==> src/rtl/emio_pkg.sv <==
// emio_pkg: EMIO control bit offsets, bridge FSM states and width limits shared by the EMIO bridge
package emio_pkg;
    localparam int EMIO_MAX_W = 64;
    localparam int OFS_REQ    = 0;
    localparam int OFS_DONE   = 1;
    localparam int OFS_WEN    = 2;
    localparam int OFS_WSTART = 3;
    localparam int OFS_BLKWEN = 4;
    localparam int OFS_ISWR   = 5;
    localparam int OFS_GRANT  = 6;
    localparam int OFS_RT     = 7;
    localparam int OFS_ERR    = 8;
    typedef enum logic [2:0] {
        S_IDLE,
        S_RD_WAIT,
        S_RT_RD,
        S_WR_WAIT,
        S_WR_BLK,
        S_DONE,
        S_ERR
    } bridge_state_t;
    function automatic int emio_w(input int data_w, input int addr_w);
        return data_w + addr_w + OFS_ERR + 1;
    endfunction
endpackage

==> src/rtl/emio_req_sync.sv <==
// emio_req_sync: synchronises the PS request level into sysclk and flags its rising and falling edges
module emio_req_sync #(
    parameter int SYNC_N = 2
) (
    input  logic sysclk,
    input  logic reset,
    input  logic d,
    output logic rise,
    output logic fall
);
    logic [SYNC_N-1:0] sync_q;
    logic              prev_q;
    always_ff @(posedge sysclk or posedge reset) begin
        if (reset) begin
            sync_q <= '0;
            prev_q <= 1'b0;
        end else begin
            sync_q <= {sync_q[SYNC_N-2:0], d};
            prev_q <= sync_q[SYNC_N-1];
        end
    end
    assign rise = sync_q[SYNC_N-1] & ~prev_q;
    assign fall = ~sync_q[SYNC_N-1] & prev_q;
endmodule

==> src/rtl/emio_bus_bridge.sv <==
// emio_bus_bridge: PS<->FPGA register bridge over the Zynq EMIO bus with bus arbitration and grant/valid timeout
module emio_bus_bridge
    import emio_pkg::*;
#(
    parameter int DATA_W  = 32,
    parameter int ADDR_W  = 16,
    parameter int SYNC_N  = 2,
    parameter int TMO_CYC = 1023
) (
    input  logic              sysclk,
    input  logic              reset,
    output logic [63:0]       emio_ps_in,
    input  logic [63:0]       emio_ps_out,
    input  logic [63:0]       emio_ps_tri,
    output logic [ADDR_W-1:0] reg_raddr,
    input  logic [DATA_W-1:0] reg_rdata,
    input  logic              reg_rvalid,
    output logic              req_read_bus,
    input  logic              grant_read_bus,
    output logic [ADDR_W-1:0] reg_waddr,
    output logic [DATA_W-1:0] reg_wdata,
    output logic              reg_wen,
    output logic              blk_wstart,
    output logic              blk_wen,
    output logic              req_blk_rt_rd,
    output logic              blk_rt_rd,
    output logic              req_write_bus,
    input  logic              grant_write_bus,
    output logic              err_tmo
);
    localparam int C      = DATA_W + ADDR_W;
    localparam int EMIO_W = emio_w(DATA_W, ADDR_W);
    localparam int CW     = TMO_CYC < 2 ? 1 : $clog2(TMO_CYC + 1);
    if (EMIO_W > EMIO_MAX_W) begin : g_width_chk
        $error("emio_bus_bridge: EMIO_W exceeds 64 bits");
    end
    if (SYNC_N < 2 || SYNC_N > 4) begin : g_sync_chk
        $error("emio_bus_bridge: SYNC_N must be 2..4");
    end
    bridge_state_t     state, state_n;
    logic              rise, fall, is_write, rt, rd_hit, counting, tmo_evt, tmo_hit;
    logic              done, done_n, is_blk, blk_n, err_n, rd_n, wr_n, rt_n, rtp_n;
    logic [DATA_W-1:0] rdata_q, rdata_n;
    logic [CW-1:0]     tmo_cnt, cnt_n;
    logic              unused_bits;
    emio_req_sync #(.SYNC_N(SYNC_N)) u_req_sync (
        .sysclk (sysclk),
        .reset  (reset),
        .d      (emio_ps_out[C+OFS_REQ]),
        .rise   (rise),
        .fall   (fall)
    );
    assign reg_raddr   = emio_ps_out[C-1:DATA_W];
    assign reg_waddr   = emio_ps_out[C-1:DATA_W];
    assign reg_wdata   = emio_ps_out[DATA_W-1:0];
    assign reg_wen     = emio_ps_out[C+OFS_WEN];
    assign blk_wstart  = emio_ps_out[C+OFS_WSTART];
    assign blk_wen     = emio_ps_out[C+OFS_BLKWEN];
    assign rt          = emio_ps_out[C+OFS_RT];
    assign is_write    = ~|emio_ps_tri[DATA_W-1:0];
    assign unused_bits = ^{emio_ps_tri[63:DATA_W], emio_ps_out[63:C+OFS_ERR],
                           emio_ps_out[C+OFS_GRANT:C+OFS_ISWR], emio_ps_out[C+OFS_DONE]};
    assign rd_hit   = grant_read_bus & reg_rvalid;
    assign counting = state == S_RD_WAIT || state == S_WR_WAIT || (state == S_RT_RD && !done);
    assign tmo_evt  = state == S_WR_WAIT ? grant_write_bus : rd_hit;
    assign tmo_hit  = TMO_CYC != 0 && tmo_cnt == CW'(TMO_CYC - 1);
    always_comb begin
        emio_ps_in                 = '0;
        emio_ps_in[DATA_W-1:0]     = is_write ? reg_wdata : rdata_q;
        emio_ps_in[C-1:DATA_W]     = reg_raddr;
        emio_ps_in[C+OFS_REQ]      = emio_ps_out[C+OFS_REQ];
        emio_ps_in[C+OFS_DONE]     = done;
        emio_ps_in[C+OFS_WEN]      = reg_wen;
        emio_ps_in[C+OFS_WSTART]   = blk_wstart;
        emio_ps_in[C+OFS_BLKWEN]   = blk_wen;
        emio_ps_in[C+OFS_ISWR]     = is_write;
        emio_ps_in[C+OFS_GRANT]    = is_write ? grant_write_bus : grant_read_bus;
        emio_ps_in[C+OFS_ERR]      = err_tmo;
    end
    always_comb begin
        state_n = state;
        rd_n    = req_read_bus;
        wr_n    = req_write_bus;
        rt_n    = blk_rt_rd;
        rtp_n   = 1'b0;
        done_n  = done;
        rdata_n = rdata_q;
        blk_n   = is_blk;
        err_n   = err_tmo;
        cnt_n   = '0;
        if (state != S_IDLE && fall) begin
            state_n = S_IDLE;
            rd_n    = 1'b0;
            wr_n    = 1'b0;
            rt_n    = 1'b0;
            done_n  = 1'b0;
        end else begin
            case (state)
                S_IDLE: if (rise) begin
                    err_n = 1'b0;
                    if (is_write) begin
                        wr_n    = 1'b1;
                        blk_n   = blk_wstart;
                        state_n = S_WR_WAIT;
                    end else begin
                        rd_n    = 1'b1;
                        rt_n    = rt;
                        rtp_n   = rt;
                        state_n = rt ? S_RT_RD : S_RD_WAIT;
                    end
                end
                S_RD_WAIT: if (rd_hit) begin
                    rdata_n = reg_rdata;
                    done_n  = 1'b1;
                    rd_n    = 1'b0;
                    state_n = S_DONE;
                end
                S_RT_RD: if (rd_hit) begin
                    rdata_n = reg_rdata;
                    done_n  = 1'b1;
                end
                S_WR_WAIT: if (grant_write_bus) begin
                    done_n  = reg_wen;
                    wr_n    = is_blk;
                    state_n = is_blk ? S_WR_BLK : S_DONE;
                end
                default: ;
            endcase
            if (counting && !tmo_evt) begin
                if (tmo_hit) begin
                    state_n = S_ERR;
                    rd_n    = 1'b0;
                    wr_n    = 1'b0;
                    rt_n    = 1'b0;
                    err_n   = 1'b1;
                    done_n  = 1'b1;
                end else begin
                    cnt_n = tmo_cnt + 1'b1;
                end
            end
        end
    end
    always_ff @(posedge sysclk or posedge reset) begin
        if (reset) begin
            state         <= S_IDLE;
            req_read_bus  <= 1'b0;
            req_write_bus <= 1'b0;
            blk_rt_rd     <= 1'b0;
            req_blk_rt_rd <= 1'b0;
            done          <= 1'b0;
            rdata_q       <= '0;
            is_blk        <= 1'b0;
            err_tmo       <= 1'b0;
            tmo_cnt       <= '0;
        end else begin
            state         <= state_n;
            req_read_bus  <= rd_n;
            req_write_bus <= wr_n;
            blk_rt_rd     <= rt_n;
            req_blk_rt_rd <= rtp_n;
            done          <= done_n;
            rdata_q       <= rdata_n;
            is_blk        <= blk_n;
            err_tmo       <= err_n;
            tmo_cnt       <= cnt_n;
        end
    end
endmodule
==> config.mk <==
export PLATFORM = sky130hd
export DESIGN_NAME = emio_bus_bridge
export DESIGN_NICKNAME = d
export VERILOG_FILES = /design/src/rtl/emio_pkg.sv /design/src/rtl/emio_req_sync.sv /design/src/rtl/emio_bus_bridge.sv
export SDC_FILE = /design/constraint.sdc
export NUM_CORES = 1
export LEC_CHECK = 0
export ABC_CLOCK_PERIOD_IN_PS = 2009
export CAP_MARGIN = 20
export CORE_AREA = 2 2 118 120
export CTS_CLUSTER_DIAMETER = 80
export DETAILED_ROUTE_END_ITERATION = 8
export DIE_AREA = 0 0 120 122
export PLACE_DENSITY_LB_ADDON = 0.1
export SKIP_LAST_GASP = 1
export SLEW_MARGIN = 15
export SYNTH_ARGS = -nofsm -noshare
export SYNTH_HDL_FRONTEND = slang
export SYNTH_SLANG_ARGS = --single-unit
==> constraint.sdc <==
create_clock -name sysclk -period 2.01 [get_ports sysclk]
set_input_delay 0.402 -clock sysclk [delete_from_list [all_inputs] [get_ports sysclk]]
set_output_delay 0.402 -clock sysclk [all_outputs]
set_load 0.02 [all_outputs]
==> flow_metrics.py, run 1 <==
metrics = {
    "synthesis": {
        "synth_largest_area_cell": "dfrtp_1",
        "avgSynthCellArea_um2": 11.1,
        "ys_ff_latch": 55,
        "yosys.area.top_type_share": 0.374,
        "synthTopCellsByArea": "dfrtp_1 37%, buf_4 21%, mux2_2 11%",
        "synthCells": 332,
        "ys_warn_count": 0,
        "synth_area_um2": 3680,
        "yosys.cell_types.count": 48,
        "seq_area_frac_synth": 0.374,
    },
    "status": {
        "violations": "negative setup slack",
        "status": "finished, violations left",
    },
    "global_routing": {
        "grt_pass1_wl_um": 15400,
        "track_usage": 0.135,
        "grt_max_degree": 56,
        "overflow": 0,
        "first_global_vias": 2813,
        "antenna_found_initial": 0,
    },
    "timing": {
        "period_share": 1.18,
        "finalSetupViolCount": 33,
        "rsz0062_at_grt": "yes",
        "min_period_ps": 2370,
        "worst_slack_ps": -361,
        "hold_viol": 0,
        "fin_hold_ws_ps": 356,
        "drv_slew": 0,
        "tightest_slew_ps": 522,
        "clock_skew_ps": 11.4,
        "slew_headroom": 0.649,
        "fmaxAchievable_ghz": 0.422,
    },
    "power_and_ir_drop": {
        "peakVddDrop_uv": 389,
        "fin_total_pwr_uw": 5630,
        "power-per-cell-area_nw_per_um2": 966,
        "leakage_uw": 0.00250,
    },
    "place": {
        "dp_slack_ps": -1060,
        "hpwl_um": 7310,
        "gp_congestion": 0.772,
        "postPlaceCellArea_um2": 5360,
        "port_buffers": 182,
    },
    "floorplan": {
        "coreArea_um2": 13500,
        "die_area_um2": 14600,
        "initial_core_util": 0.273,
        "die_x_um": 120,
        "rows": 43,
        "dieHeight_um": 122,
        "io_pins": 301,
    },
    "clocking": {
        "numCtsBuffers": 5,
        "cts_root_buffer": "clkbuf_16",
        "cts_sinks": 55,
        "clkLatencyLatePin_ps": 300,
        "cts_tree": "built",
        "clk_path_buf_depth": 2,
        "h-tree-depth": 2,
        "clk_pin_slew_ps": 70,
    },
    "hold_path": {
        "hp-class": "register to register",
    },
    "drt": {
        "drc": 0,
        "routed_wl_um": 10100,
        "wire_per_inst_um": 15.8,
        "met2_length_um": 5440,
        "drt_iter0_drc": 55,
        "final_antenna_net_count": 0,
        "via_count": 2710,
        "drtPass1Iterations": 4,
        "dr_wl_met3_um": 612,
        "m1WireLength_um": 3930,
        "avgViaCountPerCell": 4.23,
        "highest_layer": "met4",
    },
    "finish": {
        "postLayoutCoreUtil": 0.432,
        "final_cell_area_um2": 5830,
        "syn2layout_area_growth_pct": 58.4,
        "drive_above_1_share": 0.354,
        "nNetsFinal": 627,
        "diodes": 0,
    },
    "worst_setup_path": {
        "crit_type": "input port to output pin",
        "cp-start-kind": "input port",
        "end_kind": "output pin",
        "cp.arrival_ps": 1970,
        "path_max_fanout": 5,
        "crit_required_ps": 1610,
    },
    "job": {
        "drv_cap": 0,
    },
}
metal layers:
metal / global-route usage / vias to the layer above
li1: - / 1306
met4: 0.0338 / 0
met1: 0.158 / 1292
met2: 0.249 / 91
met5: 0 / -
met3: 0.0314 / 21
kinds of logic (layout without fill, tap and decap cells):
group,count (synthesis),count (layout),synth area share
buffers and inverters,115,236,0.228
muxes,69,69,0.211
and+or+nand+nor,57,57,0.114
DFF,55,55,0.374
AOI/OAI and AO/OA,24,24,0.0435
xor gates and xnor gates,9,9,0.0214
adders and majority gates,2,2,0.00679
other,1,8,0.00102
critical path: stages:
cell	delay [ps]
buf_6	100
nor4_4	270
nand4_2	180
nor2_4	180
buf_6	160
buf_16	140
buf_6	90
mux2_4	300
buf_12	140
layout make-up:
class	count	area (µm²)
Fill cell	1297	7670
Timing Repair Buffer	223	2380
Multi-Input combinational cell	169	1680
Sequential cell	55	1380
Tap cell	180	225
Clock buffer	5	125
Inverter	6	22.5
Clock inverter	2	13.8
cell usage in the layout, fill, tap and decap left out, types with 7 or more instances in the layout:
cell	synthesis	layout
clkdlybuf4s50_1	0	111
dfrtp_1	55	55
buf_6	3	49
mux2_4	1	34
mux2_1	30	30
buf_4	102	23
nor2_1	13	13
buf_2	3	10
buf_12	0	10
nor4_4	1	8
conb_1	1	8
clkbuf_16	0	8
a21oi_1	7	7
clkdlybuf4s15_1	0	7
worst paths after layout:
path                                           start                    to  slack (ps)  depth (start not counted)
worst max-delay path                 emio_ps_tri[13]        emio_ps_in[30]        -360                          9
worst min-delay path            u_req_sync.sync_q[0]  u_req_sync.sync_q[1]         360                          0
worst max register to register            tmo_cnt[0]              state[2]         170                          6
worst min register to register  u_req_sync.sync_q[0]  u_req_sync.sync_q[1]         360                          0
max in group asynchronous                      reset           rdata_q[17]        1280                          3
min in group asynchronous                      reset             blk_rt_rd         480                          3
report_power, final:
| part | leakage [µW] | total (µW) | internal (µW) | switching (µW) |
|---|---|---|---|---|
| clock network | 0.0000696 | 857 | 456 | 401 |
| logic | 0.00174 | 3040 | 1780 | 1260 |
| registers | 0.000692 | 1740 | 1500 | 243 |
flip-flops by register name (all words and copies together) (netlist names):
name               cells
err_tmo                1
is_blk                 1
req_read_bus           1
req_blk_rt_rd          1
req_write_bus          1
u_req_sync.sync_q      2
blk_rt_rd              1
u_req_sync.prev_q      1
state                  3
tmo_cnt               10
done                   1
rdata_q               32
Yosys cell counts (all sizes together):
| master | count |
|---|---|
| a21o | 3 |
| a21oi | 7 |
| a22oi | 1 |
| a311o | 1 |
| a31oi | 1 |
| and4 | 1 |
| and4b | 1 |
| buf | 108 |
| clkbuf | 1 |
| conb | 1 |
| dfrtp | 55 |
| ha | 2 |
| inv | 6 |
| mux2 | 66 |
| mux2i | 3 |
| nand2 | 6 |
| nand2b | 1 |
| nand3 | 3 |
| nand3b | 1 |
| nand4 | 4 |
| nand4bb | 1 |
| nor2 | 15 |
| nor2b | 3 |
| nor3 | 3 |
| nor3b | 3 |
| nor4 | 9 |
| o211ai | 1 |
| o21ai | 2 |
| o21bai | 2 |
| o221ai | 1 |
| o22ai | 2 |
| o311ai | 1 |
| o31ai | 1 |
| o41ai | 1 |
| or2 | 2 |
| or3 | 4 |
| xnor2 | 6 |
| xor2 | 3 |
metrics by stage:
stage,TNS [ps],instances
finish,-9160,640
global route,-11520,640
floorplan,-859,339
global placement,-40830,620
detailed placement,-41710,620
CTS,-9600,637
repair_timing:
item,in CTS,in global routing
hold buffers,0,0
gates cloned,4,3
buffers inserted,7,1
pin swaps,11,6
setup endpoints to repair,38,49
resized for setup,337,11
No activity file was read; power rests on OpenSTA's default activity.
==> run 2, diff against run 1 <==
--- a/config.mk
+++ b/config.mk
@@ -5,7 +5,6 @@
 export SDC_FILE = /design/constraint.sdc
 export NUM_CORES = 1
 export LEC_CHECK = 0
-export ABC_CLOCK_PERIOD_IN_PS = 2009
 export CAP_MARGIN = 20
 export CORE_AREA = 2 2 118 120
 export CTS_CLUSTER_DIAMETER = 80
==> results of run 2 <==
The final DEF is identical to that of run 1; final timing and power are the same.
==> run 3, diff against run 2 <==
--- a/config.mk
+++ b/config.mk
@@ -6,10 +6,10 @@
 export NUM_CORES = 1
 export LEC_CHECK = 0
 export CAP_MARGIN = 20
-export CORE_AREA = 2 2 118 120
+export CORE_AREA = 2 2 116 118
 export CTS_CLUSTER_DIAMETER = 80
 export DETAILED_ROUTE_END_ITERATION = 8
-export DIE_AREA = 0 0 120 122
+export DIE_AREA = 0 0 118 120
 export PLACE_DENSITY_LB_ADDON = 0.1
 export SKIP_LAST_GASP = 1
 export SLEW_MARGIN = 15
==> constraint.sdc (replaced) <==
create_clock -name sysclk -period 2.25 [get_ports sysclk]
set_input_delay 0.45 -clock sysclk [delete_from_list [all_inputs] [get_ports sysclk]]
set_output_delay 0.45 -clock sysclk [all_outputs]
set_load 0.02 [all_outputs]
==> run 3 against run 2 <==
Net effect:
- hold slack lost 4.8 ps
- sequential power shrank 9.8%
- the run still ends with negative setup slack left
- largest power group unchanged
- first-iteration DRC count up 25%
- register-to-register slack better by 130 ps
- highest routed layer unchanged
- via count decreased by 4.0%
==> flow_metrics.py, run 3 (same netlist as run 1, synthesis figures left out) <==
metrics = {
    "status": {
        "status": "finished, violations left",
        "violations": "negative setup slack",
    },
    "place": {
        "postPlaceCellArea_um2": 5100,
        "dp_slack_ps": -900,
        "hpwl_um": 7380,
        "dp.cells": 602,
        "gp_congestion": 0.799,
        "port_buffers": 182,
    },
    "drt": {
        "via_count": 2602,
        "drtPass1Iterations": 4,
        "final_antenna_net_count": 0,
        "routed_wl_um": 9840,
        "drc": 0,
        "wire_per_inst_um": 16.0,
        "avgViaCountPerCell": 4.22,
        "drt_iter0_drc": 69,
    },
    "timing": {
        "hold_viol": 0,
        "clock_skew_ps": 5.97,
        "finalSetupViolCount": 33,
        "period_share": 1.08,
        "rsz0062_at_grt": "yes",
        "min_period_ps": 2420,
        "fmaxAchievable_ghz": 0.413,
        "worst_slack_ps": -173,
        "drv_slew": 0,
    },
    "power_and_ir_drop": {
        "leakage_uw": 0.00225,
        "power-per-cell-area_nw_per_um2": 875,
        "peakVddDrop_uv": 385,
    },
    "finish": {
        "register_area_um2": 1380,
        "syn2layout_area_growth_pct": 45.3,
        "layout.cells.most_common": "clkdlybuf4s50_1",
        "reg_top3": "rdata_q x32, tmo_cnt x10, state x3",
        "n_fill_cell": 1262,
        "final_cell_mix": "116 x clkdlybuf4s50_1, 55 x dfrtp_1, 35 x buf_6, 30 x mux2_1",
        "stdcell_count": 616,
        "nNetsFinal": 606,
        "diodes": 0,
        "multiInputGateArea_um2": 1600,
        "drive_above_1_share": 0.318,
        "final_cell_area_um2": 5350,
        "largest_register_ffs": 32,
        "max_flop_register": "rdata_q",
    },
    "hold_path": {
        "hp-class": "register to register",
        "worstHoldPathCells": 0,
        "hold_path_end": "u_req_sync.sync_q[1]",
        "worstHoldStart": "u_req_sync.sync_q[0]",
    },
    "floorplan": {
        "die_area_um2": 14200,
        "die_x_um": 118,
        "io_pins": 301,
        "rows": 42,
        "dieHeight_um": 120,
        "initial_core_util": 0.284,
        "coreArea_um2": 13000,
    },
    "worst_setup_path": {
        "cp.arrival_ps": 1970,
        "crit_required_ps": 1800,
        "worstPathCellList": "buf_6, nor4_2, nand4_2, nor2_4, buf_6, buf_12, mux2_4, buf_6",
        "timing.rr.start": "state[1]",
        "cp-start-kind": "input port",
        "end_kind": "output pin",
        "reg2reg_slack_ps": 300,
        "crit_type": "input port to output pin",
        "path_max_fanout": 5,
        "crit_slowest_cell": "mux2_4",
        "regToRegEndpoint": "rdata_q[31]",
        "reg2reg_depth": 5,
        "critPathMostFrequentCell": "buf_6",
        "cp_slowest_stage_delay_ps": 310,
    },
    "clocking": {
        "cts_tree": "built",
        "h-tree-depth": 2,
        "cts_root_buffer": "clkbuf_16",
        "clk_path_buf_depth": 2,
        "clkLatencyLatePin_ps": 290,
        "numCtsBuffers": 5,
        "holdBufCountCts": 0,
        "cts_sinks": 55,
        "clk_pin_slew_ps": 70,
    },
    "global_routing": {
        "overflow": 0,
        "first_global_vias": 2810,
        "grt_max_degree": 36,
        "track_usage": 0.141,
        "antenna_found_initial": 0,
        "grt_pass1_wl_um": 15800,
    },
    "job": {
        "drv_cap": 0,
    },
}
-- run 3: cell count changes in the layout (fill, tap and decap cells not counted), moves of 2 or more --
cell,before,now
dlygate4sd2_1,3,0
clkbuf_16,8,5
clkdlybuf4s50_1,111,116
buf_12,10,4
buf_16,3,1
buf_6,49,35
buf_4,23,15
clkinv_2,1,3
dlymetal6s2s_1,2,0
buf_2,10,20
mux2_4,34,16
mux2_2,2,20
-- run 3: area by class of cell --
| class | count | share of cell area |
|---|---|---|
| inverters | 6 | 0.00421 |
| well taps | 176 | 0.0412 |
| multi-input cells | 169 | 0.299 |
| clock inverters | 3 | 0.00281 |
| clock buffers | 5 | 0.0234 |
| flip-flops and latches | 55 | 0.257 |
| repair buffers | 202 | 0.372 |
-- run 3: per-stage QoR --
stage | power [µW] | TNS, ps | util | hold WS (ps)
after global placement | 3890 | -30270 | 0.393 | 337
after CTS | 4750 | -5780 | 0.414 | 352
after floorplan | 3010 | 0 | - | 331
after global routing | 4970 | -7220 | 0.412 | 365
after detailed placement | 3910 | -30740 | 0.393 | 335
final | 4680 | -3980 | 0.412 | 351
-- run 3: critical path: cells and delay by family --
family / cells / cell delay, ps
and+or+nand+nor: 3 / 690
buffers and inverters: 4 / 520
muxes: 1 / 310
-- run 3: power breakdown --
group	switching, µW	total (µW)	internal (µW)
clock	353	760	407
combinational	1050	2350	1300
sequential	234	1570	1340
total	1640	4680	3040
-- run 3: how the worst max path moves through the flow --
stage	from	slack, ps	end	cells past startpoint
floorplan	emio_ps_tri[18]	80	emio_ps_in[10]	5
global placement	emio_ps_tri[17]	-910	emio_ps_in[30]	7
detailed placement	emio_ps_tri[26]	-900	emio_ps_in[30]	7
CTS	emio_ps_tri[7]	-240	emio_ps_in[9]	9
global route	emio_ps_tri[23]	-260	emio_ps_in[2]	8
finish	emio_ps_tri[22]	-170	emio_ps_in[2]	8
-- run 3: metal layers --
metal | routed length, µm | global-route usage | vias up
li1 | - | - | 1260
met1 | 4090 | 0.174 | 1226
met2 | 5030 | 0.241 | 93
met3 | 513 | 0.0356 | 23
met4 | 206 | 0.0444 | 0
met5 | 0 | 0 | -
-- run 3: timing repair --
action,CTS,global route
gates cloned,3,0
gates resized for setup,317,10
buffers inserted,6,1
pin swaps,11,4
setup endpoints to repair,34,34
